### config.mk
export PLATFORM = sky130hd
export DESIGN_NAME = bcd_2_binary
export DESIGN_NICKNAME = d
export VERILOG_FILES = /design/src/rtl/bcd_2_binary.sv
export SDC_FILE = /design/constraint.sdc
export NUM_CORES = 1
export LEC_CHECK = 0
export ABC_AREA = 0
export CORE_UTILIZATION = 35
export CTS_CLUSTER_DIAMETER = 50
export CTS_CLUSTER_SIZE = 12
export DETAILED_ROUTE_END_ITERATION = 10
export PLACE_DENSITY_LB_ADDON = 0.12
export SYNTH_ARGS = -nofsm -noshare
export SYNTH_HDL_FRONTEND = slang
export SYNTH_SLANG_ARGS = --single-unit
### constraint.sdc
create_clock -name clk -period 2.1 [get_ports clk]
set_input_delay 0.42 -clock clk [delete_from_list [all_inputs] [get_ports clk]]
set_output_delay 0.42 -clock clk [all_outputs]
set_load 0.02 [all_outputs]
### src/rtl/bcd_2_binary.sv
// Two-digit BCD to 7-bit binary converter (reverse double dabble, one bit per clock).
// Optional macro BCD_DIGIT_CHECK_EN adds an err output and rejects digits above 9.
module bcd_2_binary (
   input  logic       clk,
   input  logic       reset,
   input  logic       start,
   input  logic [3:0] bcd1,
   input  logic [3:0] bcd2,
   output logic       busy,
   output logic       done_tick,
   output logic [6:0] bin
`ifdef BCD_DIGIT_CHECK_EN
   ,
   output logic       err
`endif
);

   typedef enum logic [1:0] {
      S_IDLE = 2'd0,
      S_OP   = 2'd1,
      S_DONE = 2'd2
   } state_t;

   state_t      r_state;
   state_t      w_state_next;
   logic [7:0]  r_sh;
   logic [6:0]  r_acc;
   logic [2:0]  r_n;
   logic [6:0]  r_bin;
   logic        r_busy;
   logic        r_done_tick;
   logic [7:0]  w_shr;
   logic [7:0]  w_sh_next;
   logic [6:0]  w_acc_next;
   logic        w_digit_bad;
   logic        w_last;
`ifdef BCD_DIGIT_CHECK_EN
   logic        r_err;
`endif

   // Undo the doubling correction: a nibble that shifted in a tens bit reads >= 8.
   function automatic logic [3:0] fix_nibble(input logic [3:0] x);
      fix_nibble = (x >= 4'd8) ? (x - 4'd3) : x;
   endfunction

   // Datapath next values and range check.
   always_comb begin
      w_shr      = {1'b0, r_sh[7:1]};
      w_sh_next  = {fix_nibble(w_shr[7:4]), fix_nibble(w_shr[3:0])};
      w_acc_next = {r_sh[0], r_acc[6:1]};
      w_last     = (r_n == 3'd1);
`ifdef BCD_DIGIT_CHECK_EN
      w_digit_bad = (bcd1 > 4'd9) || (bcd2 > 4'd9);
`else
      w_digit_bad = 1'b0;
`endif
   end

   // Next-state logic.
   always_comb begin
      w_state_next = r_state;
      case (r_state)
         S_IDLE: begin
            if (start) begin
               if (w_digit_bad) begin
                  w_state_next = S_DONE;
               end else begin
                  w_state_next = S_OP;
               end
            end else begin
               w_state_next = S_IDLE;
            end
         end
         S_OP: begin
            if (w_last) begin
               w_state_next = S_DONE;
            end else begin
               w_state_next = S_OP;
            end
         end
         S_DONE:  w_state_next = S_IDLE;
         default: w_state_next = S_IDLE;
      endcase
   end

   // State register plus flags registered from the next state so they align with it.
   always_ff @(posedge clk or negedge reset) begin
      if (!reset) begin
         r_state     <= S_IDLE;
         r_busy      <= 1'b0;
         r_done_tick <= 1'b0;
      end else begin
         r_state     <= w_state_next;
         r_busy      <= (w_state_next != S_IDLE);
         r_done_tick <= (w_state_next == S_DONE);
      end
   end

   // Shift/accumulate datapath; bin only updates on completion.
   always_ff @(posedge clk or negedge reset) begin
      if (!reset) begin
         r_sh  <= 8'd0;
         r_acc <= 7'd0;
         r_n   <= 3'd0;
         r_bin <= 7'd0;
`ifdef BCD_DIGIT_CHECK_EN
         r_err <= 1'b0;
`endif
      end else begin
         case (r_state)
            S_IDLE: begin
               if (start) begin
                  r_sh  <= {bcd2, bcd1};
                  r_acc <= 7'd0;
                  r_n   <= 3'd7;
`ifdef BCD_DIGIT_CHECK_EN
                  r_err <= w_digit_bad;
                  if (w_digit_bad) begin
                     r_bin <= 7'h7F;
                  end
`endif
               end
            end
            S_OP: begin
               r_sh  <= w_sh_next;
               r_acc <= w_acc_next;
               r_n   <= r_n - 3'd1;
               if (w_last) begin
                  r_bin <= w_acc_next;
               end
            end
            default: begin
               r_n <= r_n;
            end
         endcase
      end
   end

   assign busy      = r_busy;
   assign done_tick = r_done_tick;
   assign bin       = r_bin;
`ifdef BCD_DIGIT_CHECK_EN
   assign err       = r_err;
`endif

endmodule
==> results of run 1 <==
==> power groups by stage <==
stage / combinational, mW / clock (mW) / sequential, mW
after detailed placement: 0.844 / 0 / 0.933
after CTS: 0.850 / 0.269 / 0.921
after floorplan: 0.561 / 0 / 0.950
after global routing: 0.923 / 0.295 / 0.952
final: 0.840 / 0.265 / 0.917
after global placement: 0.831 / 0 / 0.927
==> layout make-up <==
| cell class | count | area, sq um | share of cell area (%) |
|---|---|---|---|
| Sequential cell | 28 | 700.7 | 45.83 |
| Multi-Input combinational cell | 55 | 491.7 | 32.16 |
| Timing Repair Buffer | 21 | 205.2 | 13.42 |
| Tap cell | 46 | 57.56 | 3.764 |
| Inverter | 10 | 37.54 | 2.455 |
| Clock buffer | 4 | 36.28 | 2.373 |
==> metal layers <==
metal / global-route usage [%] / part of all wire (%) / up-vias
li1: - / - / 386
met3: 3.106 / 2.7 / 0
met2: 19.45 / 47 / 11
met5: 0 / 0 / -
met1: 17.67 / 50 / 397
met4: 3.810 / 0 / 0
==> registers in the layout (all words and copies together), names as in the netlist <==
register,flops
bin,7
r_acc,6
done_tick,1
r_n,3
r_sh,8
r_state,2
busy,1
==> layout by cell type, fill, tap and decap left out, types with 2 or more instances in the layout <==
cell type,n
a22o_1,6
buf_4,2
o21ai_0,2
dfrtp_1,28
mux2_4,7
clkdlybuf4s50_1,19
a22oi_1,5
xnor2_1,2
a221o_1,2
inv_1,9
mux2i_1,2
ha_1,4
clkbuf_4,3
o21ai_1,3
nand2_1,6
==> logic make-up after synthesis <==
| kind of cell | Yosys count | synth area share (%) |
|---|---|---|
| AOI/OAI and AO/OA | 25 | 15.64 |
| muxes | 10 | 10.79 |
| adders and majority gates | 4 | 3.961 |
| DFF | 28 | 55.45 |
| buffers and inverters | 15 | 5.643 |
| xor gates and xnor gates | 2 | 1.386 |
| and+or+nand+nor | 14 | 7.130 |
==> worst paths after layout <==
check | slack, ns | cells past startpoint | to
max | 0.37 | 1 | bin[1]
min | 0.45 | 2 | r_acc[4]$_DFFE_PN0P_
max reg2reg | 0.55 | 3 | bin[6]$_DFFE_PN0P_
min reg2reg | 0.52 | 2 | r_sh[5]$_DFFE_PN0P_
max in group asynchronous | 1.38 | 2 | r_sh[7]$_DFFE_PN0P_
min in group clk | 0.52 | 2 | r_sh[5]$_DFFE_PN0P_
==> Yosys cell counts, drive strengths merged <==
cell type  count  share of area (%)
dfrtp         28                 55
mux2i          2                1.6
o21bai         1                1.5
a21oi          1               0.40
nand2b         1               0.50
mux2           8                9.2
a22o           6                4.2
nand2          6                1.8
nand3b         1               0.59
inv           10                3.0
a221oi         1               0.69
a221o          2                1.6
ha             4                4.0
o22ai          1               0.50
a2bb2oi        1               0.69
nor4           1               0.50
and3           2                1.4
nor2b          1                1.1
buf            5                2.7
and3b          1               0.69
a31oi          1               0.50
and2b          1               0.59
a22oi          5                3.0
a311oi         1               0.69
o21ai          5                2.0
xnor2          2                1.4
==> per-stage QoR <==
step                      hold slack (ns)  setup WS, ns
after global routing               0.4733        0.2984
after CTS                          0.4696        0.3680
after floorplan                    0.1244        0.7922
final                              0.4513        0.3706
after detailed placement           0.4859        0.3222
after global placement             0.4775        0.3819
==> results.toml, run 1 <==
[global_routing]
track_usage_pct = 12.66
grt_max_degree = 29
grt_overflow_total = 0
antenna_found_initial = 0
grt_pass1_wl_microns = 3484
grt_pass1_vias = 746

[floorplanning]
rows = 21
fp.dieW_microns = 62.09
initial_core_util_pct = 37.28
core-area_sq_mm = 0.003390
dieArea_sq_mm = 0.003855
pin_count = 20
die_y_microns = 62.09

[clock_network]
clk_pin_slew_ns = 0.16
cts_max_level = 1
cts_tree = "yes"
clockBufferDepth = 2
post_cts_buffers = 0
postCtsResizedCells = 0
numClockSinks = 28
postCtsHoldBufs = 0
root_buffer = "clkbuf_4"
numCtsBuffers = 3
clk_latency_ns = 0.33

[final_layout]
layout.cells.non_filler = 164
final_cell_area_sq_mm = 0.001529
antennaDiodeCount = 0
utilization_pct = 45.11
syn_to_final_growth_pct = 20.99
drive_gt1_share_pct = 15.25
finalNetCount = 134
fillerInstances = 321

[critical_path]
cp.arrival_ns = 1.31
crit_path_top_delay_cell = "clkdlybuf4s50_1"
setup.worst_path.start = "bin[1]$_DFFE_PN0P_"
critPathCaptureType = "output pin"
crit_type = "reg -> out"
crit_chain = "clkdlybuf4s50_1"
crit_buf_inv = 1
reg2reg_from = "r_state[0]$_DFF_PN0_"
cp-start-kind = "register"
worstPathRequired_ns = 1.68
critPathMaxFanout = 2
max_stage_delay_ns = 0.60
crit_family = "buffers and inverters"

[placed_design]
post-dp-hpwl_microns = 1472
dpl-instance-area_sq_mm = 0.001493
portBuffers = 19
placed_cells = 160
gp_congestion = 0.7765

[outcome]
status = "finished, final reports clean"

[sta]
worst_pin_slew_ns = 0.4351
finalMaxSlewViolations = 0
setup_tns_ns = 0
finalSetupViolCount = 0
fin_crit_sh_pct = 82.35
clock.fmax_mhz = 578.2
period_needed_ns = 1.729
finalHoldViolCount = 0
slew_headroom_pct = 70.92
finClkSkew_ns = 0.01034
rsz0062_at_grt = "no"

[routing]
wirelength_microns = 2155
via_count = 794
wire_per_inst_microns = 13.14
drt_iter0_markers = 41
antenna_left = 0
vias_per_cell = 4.841
drc = 0
drtPass1Iterations = 4

[synthesis]
ys_seq_area_share_pct = 55.45
yosys_warnings = 0
synth_cells = 98
synth.avg_cell_area_sq_um = 12.90
ys_seq_elements = 28
syn_nets = 113
synth.cell_area_sq_mm = 0.001264
ys_types = 32

[power_and_ir_drop]
vdd_ir_drop_max_uv = 360.7
p_int_mw = 1.321
power_frac_seq_pct = 45.3
power_mw = 2.021
switchingPower_mw = 0.7002
p_leak_nw = 0.7027
powerDensity_mw_per_mm2 = 1322
p_clk_share_pct = 13.1
swShare_pct = 34.64
combinationalPowerShare_pct = 41.6

[worst_hold_path]
hold_path_class = "in -> async"

[run]
cap_violations = 0
No activity file was read; power rests on OpenSTA's default activity.
==> run 2: changes to the inputs <==
==> constraint.sdc (replaced) <==
create_clock -name clk -period 1.68 [get_ports clk]
set_input_delay 0.336 -clock clk [delete_from_list [all_inputs] [get_ports clk]]
set_output_delay 0.336 -clock clk [all_outputs]
set_load 0.02 [all_outputs]
==> run 2 against run 1 <==
Critical path depth is 2 higher. Clock power is 66% higher. Die area stayed put. First-iteration DRC count is 63% lower. Worst setup slack worse by 0.12 ns. Total power is 30% higher. Count of clock-buffer cells in the layout is 1 lower. Sequential cell count stayed put. Utilization is 1.8 points higher. Combinational power is 27% higher. Critical path type is now reg -> reg.
==> results.toml, run 2 (synthesis gave the netlist of run 1 again) <==
[sta]
holdWs_ns = 0.3673
finalHoldViolCount = 0
finalMaxSlewViolations = 0
finClkSkew_ns = 0.006435
slew_headroom_pct = 71.57
worst_pin_slew_ns = 0.4254
setup_tns_ns = 0
clock.fmax_mhz = 701.9
finalSetupViolCount = 0
fin_crit_sh_pct = 84.80
rsz0062_at_grt = "no"
period_needed_ns = 1.425

[power_and_ir_drop]
p_leak_nw = 0.8419
vdd_ir_drop_max_uv = 565.8
power_mw = 2.636
powerDensity_mw_per_mm2 = 1657

[worst_hold_path]
hold_path_class = "in -> async"

[clock_network]
numClockSinks = 28
cts_max_level = 1
postCtsResizedCells = 0
post_cts_buffers = 0
clk_latency_ns = 0.33
clk_pin_slew_ns = 0.15
root_buffer = "clkbuf_4"
cts_tree = "yes"
clockBufferDepth = 2
numCtsBuffers = 3
postCtsHoldBufs = 0

[global_routing]
grt_overflow_total = 0
grt_max_degree = 29
antenna_found_initial = 0
grt_pass1_vias = 821
grt_pass1_wl_microns = 3684
track_usage_pct = 13.39

[routing]
via_count = 806
antenna_left = 0
vias_per_cell = 4.826
wire_per_inst_microns = 13.34
wirelength_microns = 2228
drtPass1Iterations = 4
drt_iter0_markers = 15
drc = 0

[final_layout]
antennaDiodeCount = 0
largest-register = "r_sh"
fillerInstances = 317
drive_gt1_share_pct = 17.36
largest_reg_flops = 8
final_common_cell = "dfrtp_1"
final_cell_mix = "dfrtp_1 (28), clkdlybuf4s50_1 (10), inv_1 (9), dlymetal6s2s_1 (9), mux2_4 (7)"
finalNetCount = 137
syn_to_final_growth_pct = 25.84
layout.cells.non_filler = 167

[placed_design]
placed_cells = 163
post-dp-hpwl_microns = 1481
gp_congestion = 0.7690
portBuffers = 19

[critical_path]
critPathCaptureType = "register"
max_stage_delay_ns = 0.53
crit_type = "reg -> reg"
critPathMaxFanout = 9
crit_chain = "nor2b_4 > and3_4 > mux2_4"
crit_path_top_delay_cell = "dfrtp_1"
cp-start-kind = "register"
worstPathRequired_ns = 1.91
cp.arrival_ns = 1.65

[floorplanning]
rows = 21
dieArea_sq_mm = 0.003855
fp.dieW_microns = 62.09
core-area_sq_mm = 0.003390
pin_count = 20
die_y_microns = 62.09
initial_core_util_pct = 37.28

[outcome]
status = "finished, final reports clean"

[run]
cap_violations = 0
[run 2: cell count changes in the layout (fill, tap and decap cells not counted)]
cell             previous run  this run
buf_4                       2         5
bufinv_16                   0         1
clkbuf_8                    1         0
clkdlybuf4s50_1            19        10
dlymetal6s2s_1              0         9
[run 2: worst max-delay path: cells and delay by family (launching register included)]
family / cells / cell delay [ns]
muxes: 1 / 0.31
DFF: 1 / 0.53
and+or+nand+nor: 2 / 0.49
[run 2: final cells by class]
class                      instances  area [sq um]  share of cell area [%]
sequential                        28         700.7                   44.06
multi-input combinational         55         491.7                   30.92
timing repair buffer              24         250.2                   15.74
tap                               46         57.56                   3.619
inverter                          10         37.54                   2.360
clock inverter                     1         30.03                   1.888
clock buffer                       3         22.52                   1.416
[run 2: final timing paths]
kind / start / slack (ns) / to / cells after the start
worst max-delay path: r_state[0]$_DFF_PN0_ / 0.26 / bin[6]$_DFFE_PN0P_ / 3
worst min-delay path: reset / 0.37 / bin[5]$_DFFE_PN0P_ / 2
worst max register to register: r_state[0]$_DFF_PN0_ / 0.26 / bin[6]$_DFFE_PN0P_ / 3
worst min register to register: r_sh[6]$_DFFE_PN0P_ / 0.51 / r_sh[6]$_DFFE_PN0P_ / 2
max in group asynchronous: reset / 1.05 / r_state[0]$_DFF_PN0_ / 2
min in group clk: r_sh[6]$_DFFE_PN0P_ / 0.51 / r_sh[6]$_DFFE_PN0P_ / 2
[run 2: report_power, final]
group	leakage [nW]	switching [mW]	internal (mW)
clock	0.0279	0.198	0.241
combinational	0.461	0.483	0.590
sequential	0.353	0.191	0.932
[run 2: stage by stage]
stage	area, sq um	utilization, %	setup WS (ns)
2_1_floorplan	1264	-	0.3722
5_1_grt	1590	46.92	0.1485
3_3_place_gp	1515	44.70	0.08030
3_5_place_dp	1515	44.70	0.04262
6_report	1590	46.92	0.2553
4_1_cts	1568	46.25	0.002461
[run 2: routing by layer]
| layer | vias up | part of all wire [%] | wire (microns) | track usage, % |
|---|---|---|---|---|
| li1 | 393 | - | - | - |
| met1 | 394 | 47 | 1047 | 16.56 |
| met2 | 15 | 48 | 1067 | 22.34 |
| met3 | 4 | 3.6 | 80 | 2.484 |
| met4 | 0 | 1.5 | 33 | 6.667 |
| met5 | - | 0 | 0 | 0 |
